==> src/rtl/pipe_hazard_ctrl.sv <==
// Pipeline sequencing controller: stage enables, load-use bubbles, branch flushes,
// and the data-memory request/ack handshake with a sticky timeout error.
module pipe_hazard_ctrl #(
  parameter logic [4:0] OP_LOAD  = 5'b10100,
  parameter logic [4:0] OP_STORE = 5'b10101,
  parameter int         TIMEOUT  = 16,
  parameter int         CNT_W    = 16
) (
  input  logic             clk,
  input  logic             reset,
  input  logic [19:0]      ins,
  input  logic             ins_valid,
  input  logic             flush_req,
  input  logic             dmem_ack,
  output logic             pc_en,
  output logic             ifid_en,
  output logic             idex_bubble,
  output logic             pipe_en,
  output logic             dmem_req,
  output logic [CNT_W-1:0] stall_cnt,
  output logic             timeout_err,
  output logic [1:0]       fsm_state
);

  localparam int WAIT_W = $clog2(TIMEOUT + 1);

  typedef enum logic [1:0] {
    RUN      = 2'd0,
    MEM_WAIT = 2'd1,
    ERR      = 2'd2
  } state_e;

  state_e             state_q, state_d;
  logic [WAIT_W-1:0]  wait_cnt_q, wait_cnt_d;
  logic [CNT_W-1:0]   stall_cnt_q, stall_cnt_d;
  logic               timeout_err_q, timeout_err_d;
  logic               acked_q, acked_d;
  logic               ex_valid_q, ex_valid_d;
  logic [4:0]         ex_op_q, ex_op_d;
  logic [4:0]         ex_rd_q, ex_rd_d;
  logic               mem_valid_q, mem_valid_d;
  logic [4:0]         mem_op_q, mem_op_d;

  logic               mem_access;
  logic               is_imm;
  logic               hazard;

  // An access already acknowledged stays in MEM for the release cycle; it must not
  // be requested again while the pipeline moves it on.
  assign mem_access = mem_valid_q & ((mem_op_q == OP_LOAD) | (mem_op_q == OP_STORE)) & ~acked_q;
  assign is_imm     = (ins[19:18] == 2'b01);
  assign hazard     = ins_valid & ex_valid_q & (ex_op_q == OP_LOAD) &
                      ((ins[9:5] == ex_rd_q) | (~is_imm & (ins[4:0] == ex_rd_q)));

  always_comb begin
    state_d       = state_q;
    wait_cnt_d    = wait_cnt_q;
    timeout_err_d = timeout_err_q;
    acked_d       = 1'b0;
    pc_en         = 1'b0;
    ifid_en       = 1'b0;
    pipe_en       = 1'b0;
    idex_bubble   = 1'b0;
    dmem_req      = 1'b0;

    case (state_q)
      RUN: begin
        dmem_req = mem_access;
        if (mem_access & ~dmem_ack) begin
          state_d    = MEM_WAIT;
          wait_cnt_d = WAIT_W'(1);
        end else if (flush_req) begin
          pc_en       = 1'b1;
          ifid_en     = 1'b1;
          pipe_en     = 1'b1;
          idex_bubble = 1'b1;
        end else if (hazard) begin
          pipe_en     = 1'b1;
          idex_bubble = 1'b1;
        end else begin
          pc_en   = 1'b1;
          ifid_en = 1'b1;
          pipe_en = 1'b1;
        end
      end
      MEM_WAIT: begin
        dmem_req = 1'b1;
        if (dmem_ack) begin
          state_d    = RUN;
          acked_d    = 1'b1;
          wait_cnt_d = '0;
        end else if (wait_cnt_q == WAIT_W'(TIMEOUT)) begin
          state_d       = ERR;
          timeout_err_d = 1'b1;
        end else begin
          wait_cnt_d = wait_cnt_q + WAIT_W'(1);
        end
      end
      ERR: begin
        timeout_err_d = 1'b1;
      end
      default: begin
        state_d = RUN;
      end
    endcase

    if (reset) begin
      pc_en       = 1'b0;
      ifid_en     = 1'b0;
      pipe_en     = 1'b0;
      idex_bubble = 1'b1;
      dmem_req    = 1'b0;
    end

    ex_valid_d  = ex_valid_q;
    ex_op_d     = ex_op_q;
    ex_rd_d     = ex_rd_q;
    mem_valid_d = mem_valid_q;
    mem_op_d    = mem_op_q;
    if (pipe_en) begin
      ex_valid_d  = ins_valid & ~idex_bubble;
      ex_op_d     = ins[19:15];
      ex_rd_d     = ins[14:10];
      mem_valid_d = ex_valid_q;
      mem_op_d    = ex_op_q;
    end

    stall_cnt_d = stall_cnt_q;
    if (~pc_en && (stall_cnt_q != {CNT_W{1'b1}})) begin
      stall_cnt_d = stall_cnt_q + CNT_W'(1);
    end
  end

  always_ff @(posedge clk) begin
    if (reset) begin
      state_q       <= RUN;
      wait_cnt_q    <= '0;
      stall_cnt_q   <= '0;
      timeout_err_q <= 1'b0;
      acked_q       <= 1'b0;
      ex_valid_q    <= 1'b0;
      ex_op_q       <= '0;
      ex_rd_q       <= '0;
      mem_valid_q   <= 1'b0;
      mem_op_q      <= '0;
    end else begin
      state_q       <= state_d;
      wait_cnt_q    <= wait_cnt_d;
      stall_cnt_q   <= stall_cnt_d;
      timeout_err_q <= timeout_err_d;
      acked_q       <= acked_d;
      ex_valid_q    <= ex_valid_d;
      ex_op_q       <= ex_op_d;
      ex_rd_q       <= ex_rd_d;
      mem_valid_q   <= mem_valid_d;
      mem_op_q      <= mem_op_d;
    end
  end

  assign stall_cnt   = stall_cnt_q;
  assign timeout_err = timeout_err_q;
  assign fsm_state   = state_q;

endmodule

==> config.mk <==
export PLATFORM = sky130hd
export DESIGN_NAME = pipe_hazard_ctrl
export DESIGN_NICKNAME = d
export VERILOG_FILES = /design/src/rtl/pipe_hazard_ctrl.sv
export SDC_FILE = /design/constraint.sdc
export NUM_CORES = 1
export LEC_CHECK = 0
export ABC_CLOCK_PERIOD_IN_PS = 3900
export CAP_MARGIN = 10
export CORE_MARGIN = 2
export CORE_UTILIZATION = 53
export CTS_BUF_LIST = sky130_fd_sc_hd__clkbuf_16
export DETAILED_ROUTE_END_ITERATION = 16
export GPL_TIMING_DRIVEN = 0
export PLACE_DENSITY = 0.85
export SYNTH_ARGS = -nofsm -noshare
export SYNTH_HDL_FRONTEND = slang
export SYNTH_SLANG_ARGS = --single-unit
==> constraint.sdc <==
create_clock -name clk -period 3.9 [get_ports clk]
set_input_delay 0.975 -clock clk [delete_from_list [all_inputs] [get_ports clk]]
set_output_delay 0.975 -clock clk [all_outputs]
set_load 0.03 [all_outputs]
# Word level (Yosys, flattened, before mapping)

Index checks and enable logic that the tools add are counted.

Mux-type cells: 27
$add $sub $neg: 2
Reductions and logical operators: 8
Eq/ne operators: 15
Bitwise operators: 17

Operators with widths:

| cell                    | number |
|---|---|
| $eq A5 B5 Y1 const B    | 4 |
| $mux W1                 | 17 |
| $add A16 B1 Y16 const B | 1 |
| $ne A16 B16 Y1 const B  | 1 |
| $mux W5                 | 3 |
| $eq A5 B5 Y1            | 2 |
| $pmux W5 S2             | 1 |
| $reduce_and A3 Y1       | 3 |
| $and A1 B1 Y1           | 8 |
| $not A1 Y1              | 7 |
| $mux W2                 | 3 |
| $ne A2 B2 Y1 const B    | 3 |
| $ne A3 B3 Y1 const B    | 2 |
| $pmux W2 S3             | 1 |
| $add A5 B1 Y5 const B   | 1 |
| $eq A2 B1 Y1 const B    | 2 |
| $pmux W1 S2             | 2 |
| $reduce_bool A2 Y1      | 2 |
| $eq A2 B2 Y1 const B    | 1 |
| $logic_not A2 Y1        | 1 |
| $or A1 B1 Y1            | 2 |
| $reduce_or A2 Y1        | 1 |
| $logic_and A1 B1 Y1     | 1 |

Logic and storage cells: 79
Bits of input ports: 25
Register bits after elaboration: 42
Output and inout port bits: 24

# Logic depth before layout (Yosys ltp)

Gate-level depths: netlist of the first run.

Depth after elaboration: 12
Mapped depth: 9
Gate-level depth less buffers: 8

# Worst setup path after synthesis of the first run

Ideal clock, no wire load.

Kind: input to output
Start point: in reset
End point: out pc_en
Data required time: 2.925 ns
Setup slack: 0.491 ns
Stages: 4
Path buffers: 1
Arrival: 2.434 ns
Cells stage by stage: nor2_1 o311a_1 a21boi_1 buf_4

Word-level cells in the longest chain between the ends: 1

Ends and longest elaborated chain:

| element         | line | RTL |
|---|---|---|
| start, declared | 10   | `input logic reset,` |
| $mux W1         | --   |  |
| end, declared   | 15   | `output logic pc_en,` |

No other way between the ends.

# Worst setup path after layout of the first run

Start point: in ins_valid
End point: out pc_en

Word-level cells in the longest chain between the ends: 8

Ends and longest elaborated chain:

| element                    | line | RTL |
|---|---|---|
| start, declared            | 12   | `input logic ins_valid,` |
| $and A1 B1 Y1 (3 in a row) | 52   | `assign hazard = ins_valid & ex_valid_q & (ex_op_q == OP_LOAD) &` |
| $mux W1                    | 77   | `end else if (hazard) begin` |
| $mux W1                    | 72   | `end else if (flush_req) begin` |
| $mux W1                    | 69   | `if (mem_access & ~dmem_ack) begin` |
| $mux W1                    | 66   | `case (state_q)` |
| $mux W1                    | 107  | `if (reset) begin` |

No other way between the ends.

==> results.md, run 1 <==
* Die width at 66.4 um
* Die ar. at 4400 sq um
* Area growth from synthesis to final layout at 33.0%
* Worst Reg-to-Reg Cells at 9
* Inserted Diodes at 0
* Cell Pwr Density at 335 nW/um^2
* EDFF count, synth at 0
* Via-to-Cell Ratio at 5.52
* Relative slew slack at 0.669
* Final Hold Viols at 0
* Post-Route WL at 4900 um
* Status: complete, no violations
* Pre-antenna DRT Iters at 4
* Nets at 316
* # IOs at 49
* All-Layer GR Usage at 0.245
* Worst setup EP type: output port
* RR Startpoint: stall_cnt[0]
* Root Buffer: clkbuf_16
* RSZ-0062 raised after global routing: false
* Async S/R FF share, synth at 0
* Static Leakage at 1.07 nW
* R2r setup slk at 1.54 ns
* Gate Count Post-Synth at 233
* Initial core utilization at 0.559
* # port buffers at 48
* First-pass GRT wire length at 8140 um
* DRC viols at 0
* Post-DP HPWL at 3580 um
* Hold WS at 0.452 ns
* Sequential Power Share at 0.478
* Slew @ Worst Pin at 0.493 ns
* CP Class: input pin to output port
* Internal power at 0.708 mW
* Worst Hold End: timeout_err
* Crit Reg-Reg Endpoint: stall_cnt[1]
* Gpl congestion at 0.833
* Switch Pwr at 0.208 mW
* H-tree depth at 2
* Synthesized area per cell at 8.84 sq um
* Sequential-to-total area share from yosys stat at 0.398
* Initial DRC count at 135
* Setup TNS at 0 ns
* Dpl cell area at 2600 sq um
* Period utilisation layout at 0.957
* Clock Tree Buf Depth at 2
* Distinct cells, synth at 47
* Setup-failing EPs final at 0
* Req. time, crit path at 2.92 ns
* Post-layout min period at 3.73 ns
* Max Slew Vio Count at 0
* Clock Skews at 0.00613 ns
* Syn nets at 261
* Clk pwr share at 0.419
* Cell Area, Synth at 2060 sq um
* Wire per inst at 14.5 um
* Comb pwr share at 0.103
* Max FO, Critical Path at 6
* Type of origin of the critical path: input pin
* Die height at 66.4 um
* Worst Path Arrival at 2.76 ns
* Layout cell share with drive strength beyond 1 at 0.0692
* Worst vdd ir at 0.287 mV
* Clk sinks at 41
* Maxcap violations at 0
* Clk_lat worst skew at 0.28 ns
* Post-route cell area at 2740 sq um
* Worst hold path class: flop to flop
* CTS tree: done
* Min-Delay Path Depth at 2
* Vias in the first global route at 1714
* Yosys warns at 0
* Remaining antenna violation count at 0
* Hold-fix buffers at CTS at 0
* Row count at 22
* Initial antenna violation count at 0
* Fmax at 268 MHz
* Sw Ratio at 0.227
* Total global routing overflow at 0
* TritonCTS buffer count at 5
* Largest net degree at the start of global routing at 12
* Hold path start: timeout_err
* Post-CTS Setup Bufs at 0
* Seq cells post-synth at 41
* Core region area at 3690 sq um
* Post-synth top flop: dfxtp_1
* Reg clk slew, reported paths at 0.05 ns
* Vias after detailed routing at 1860
sequential cells by signal, summed over array words and instances (netlist names):
register     count
fsm_state        2
ex_op_q          5
timeout_err      1
acked_q          1
ex_valid_q       1
wait_cnt_q       5
mem_op_q         4
mem_valid_q      1
stall_cnt       16
ex_rd_q          5
cells in the final DEF, fill, tap and decap left out, types with 5 or more instances in the layout:
cell type        instances
clkdlybuf4s50_1         45
xnor2_1                 10
or3_1                    7
nand2_1                  6
o21ai_1                  7
mux2i_1                 15
o31ai_1                  5
a21oi_1                 18
clkbuf_1                 6
nor2_1                  30
nand4_1                  8
clkbuf_16                5
xor2_1                   5
dfxtp_1                 41
inv_1                   13
nand3_1                 13
worst max-delay path by stage:
stage | startpoint | to | slack, ns | cells past startpoint
2_1_floorplan | reset | pc_en | 0.49 | 4
3_3_place_gp | dmem_ack | idex_bubble | -0.22 | 7
3_5_place_dp | dmem_ack | idex_bubble | -0.23 | 7
4_1_cts | dmem_ack | idex_bubble | 0.03 | 7
5_1_grt | ins_valid | pc_en | 0.07 | 7
6_report | ins_valid | pc_en | 0.17 | 7
cell type report:
type                       instances  area (sq um)
buffer                            12          72.6
inverter                          10          37.5
clock buffer                       5           125
sequential                        41           821
timing repair buffer              48           477
tap                               48          60.1
multi-input combinational        170          1140
fill                             292           948
clock inverter                     3          11.3
critical path, cell delays in order:
cell and delay (ns):
clkdlybuf4s50_1 0.49, and4bb_1 0.26, o2111ai_2 0.16, o22ai_4 0.25, a21boi_2 0.13, buf_4 0.14
dlygate4sd2_1 0.34
logic make-up (layout without fill, tap and decap cells):
kind of cell / count (synthesis) / in the layout / synth area share
adders and majority gates: 3 / 3 / 0.0182
and+or+nand+nor: 92 / 92 / 0.250
xor gates and xnor gates: 15 / 15 / 0.0637
DFF: 41 / 41 / 0.398
buffers and inverters: 22 / 78 / 0.0522
muxes: 15 / 15 / 0.0729
AOI/OAI and AO/OA: 45 / 45 / 0.145
cells in the mapped netlist, types with 2 or more instances:
master    number  area [sq um]
dfxtp_1       41           821
nor2_1        30           113
a21oi_1       18          90.1
mux2i_1       15           150
nand3_1       13          65.1
inv_1         10          37.5
xnor2_1       10          87.6
nand4_1        8          50.1
o21ai_1        7          35.0
or3_1          7          43.8
clkbuf_1       6          22.5
nand2_1        6          22.5
o31ai_1        5          37.5
xor2_1         5          43.8
nand2b_1       4          25.0
nor3b_1        4          30.0
or4_1          4          30.0
and3_1         3          18.8
ha_1           3          37.5
o21ai_0        3          15.0
and2_1         2          12.5
buf_2          2          10.0
nor3_1         2          10.0
o311a_1        2          20.0
power by group through the flow:
| stage | Clock, mW | Sequential (mW) | Combinational [mW] |
|---|---|---|---|
| floorplan | 0 | 0.449 | 0.0454 |
| detailed placement | 0 | 0.447 | 0.0939 |
| global placement | 0 | 0.447 | 0.0915 |
| global route | 0.408 | 0.440 | 0.102 |
| finish | 0.384 | 0.438 | 0.0940 |
| CTS | 0.388 | 0.438 | 0.0944 |
timing repair:
action,CTS,global route
gates cloned,0,0
setup endpoints to repair,3,2
gates resized for setup,3,4
stage by stage:
| step | cells | total power [mW] | util | worst slack [ns] |
|---|---|---|---|---|
| global placement | 329 | 0.538 | 0.705 | -0.224 |
| global route | 337 | 0.949 | 0.743 | 0.0652 |
| detailed placement | 329 | 0.541 | 0.705 | -0.235 |
| CTS | 337 | 0.920 | 0.743 | 0.0328 |
| floorplan | 233 | 0.494 | - | 0.491 |
| finish | 337 | 0.917 | 0.743 | 0.168 |
metal layers:
metal | wire, um | up-vias | track usage | share of wire
li1 | - | 941 | - | -
met1 | 2310 | 863 | 0.334 | 0.47
met2 | 2340 | 47 | 0.389 | 0.48
met3 | 170 | 9 | 0.0409 | 0.035
met4 | 78 | 0 | 0.0893 | 0.016
met5 | 0 | - | 0 | 0
No activity file was read; power rests on OpenSTA's default activity.
==> run 2: changes to the inputs <==
--- a/config.mk
+++ b/config.mk
@@ -10,6 +10,7 @@
 export CORE_MARGIN = 2
 export CORE_UTILIZATION = 53
 export CTS_BUF_LIST = sky130_fd_sc_hd__clkbuf_16
+export CTS_CLUSTER_DIAMETER = 150
 export DETAILED_ROUTE_END_ITERATION = 16
 export GPL_TIMING_DRIVEN = 0
 export PLACE_DENSITY = 0.85
==> results of run 2 <==
The final DEF is identical to that of run 1; final timing and power are the same.
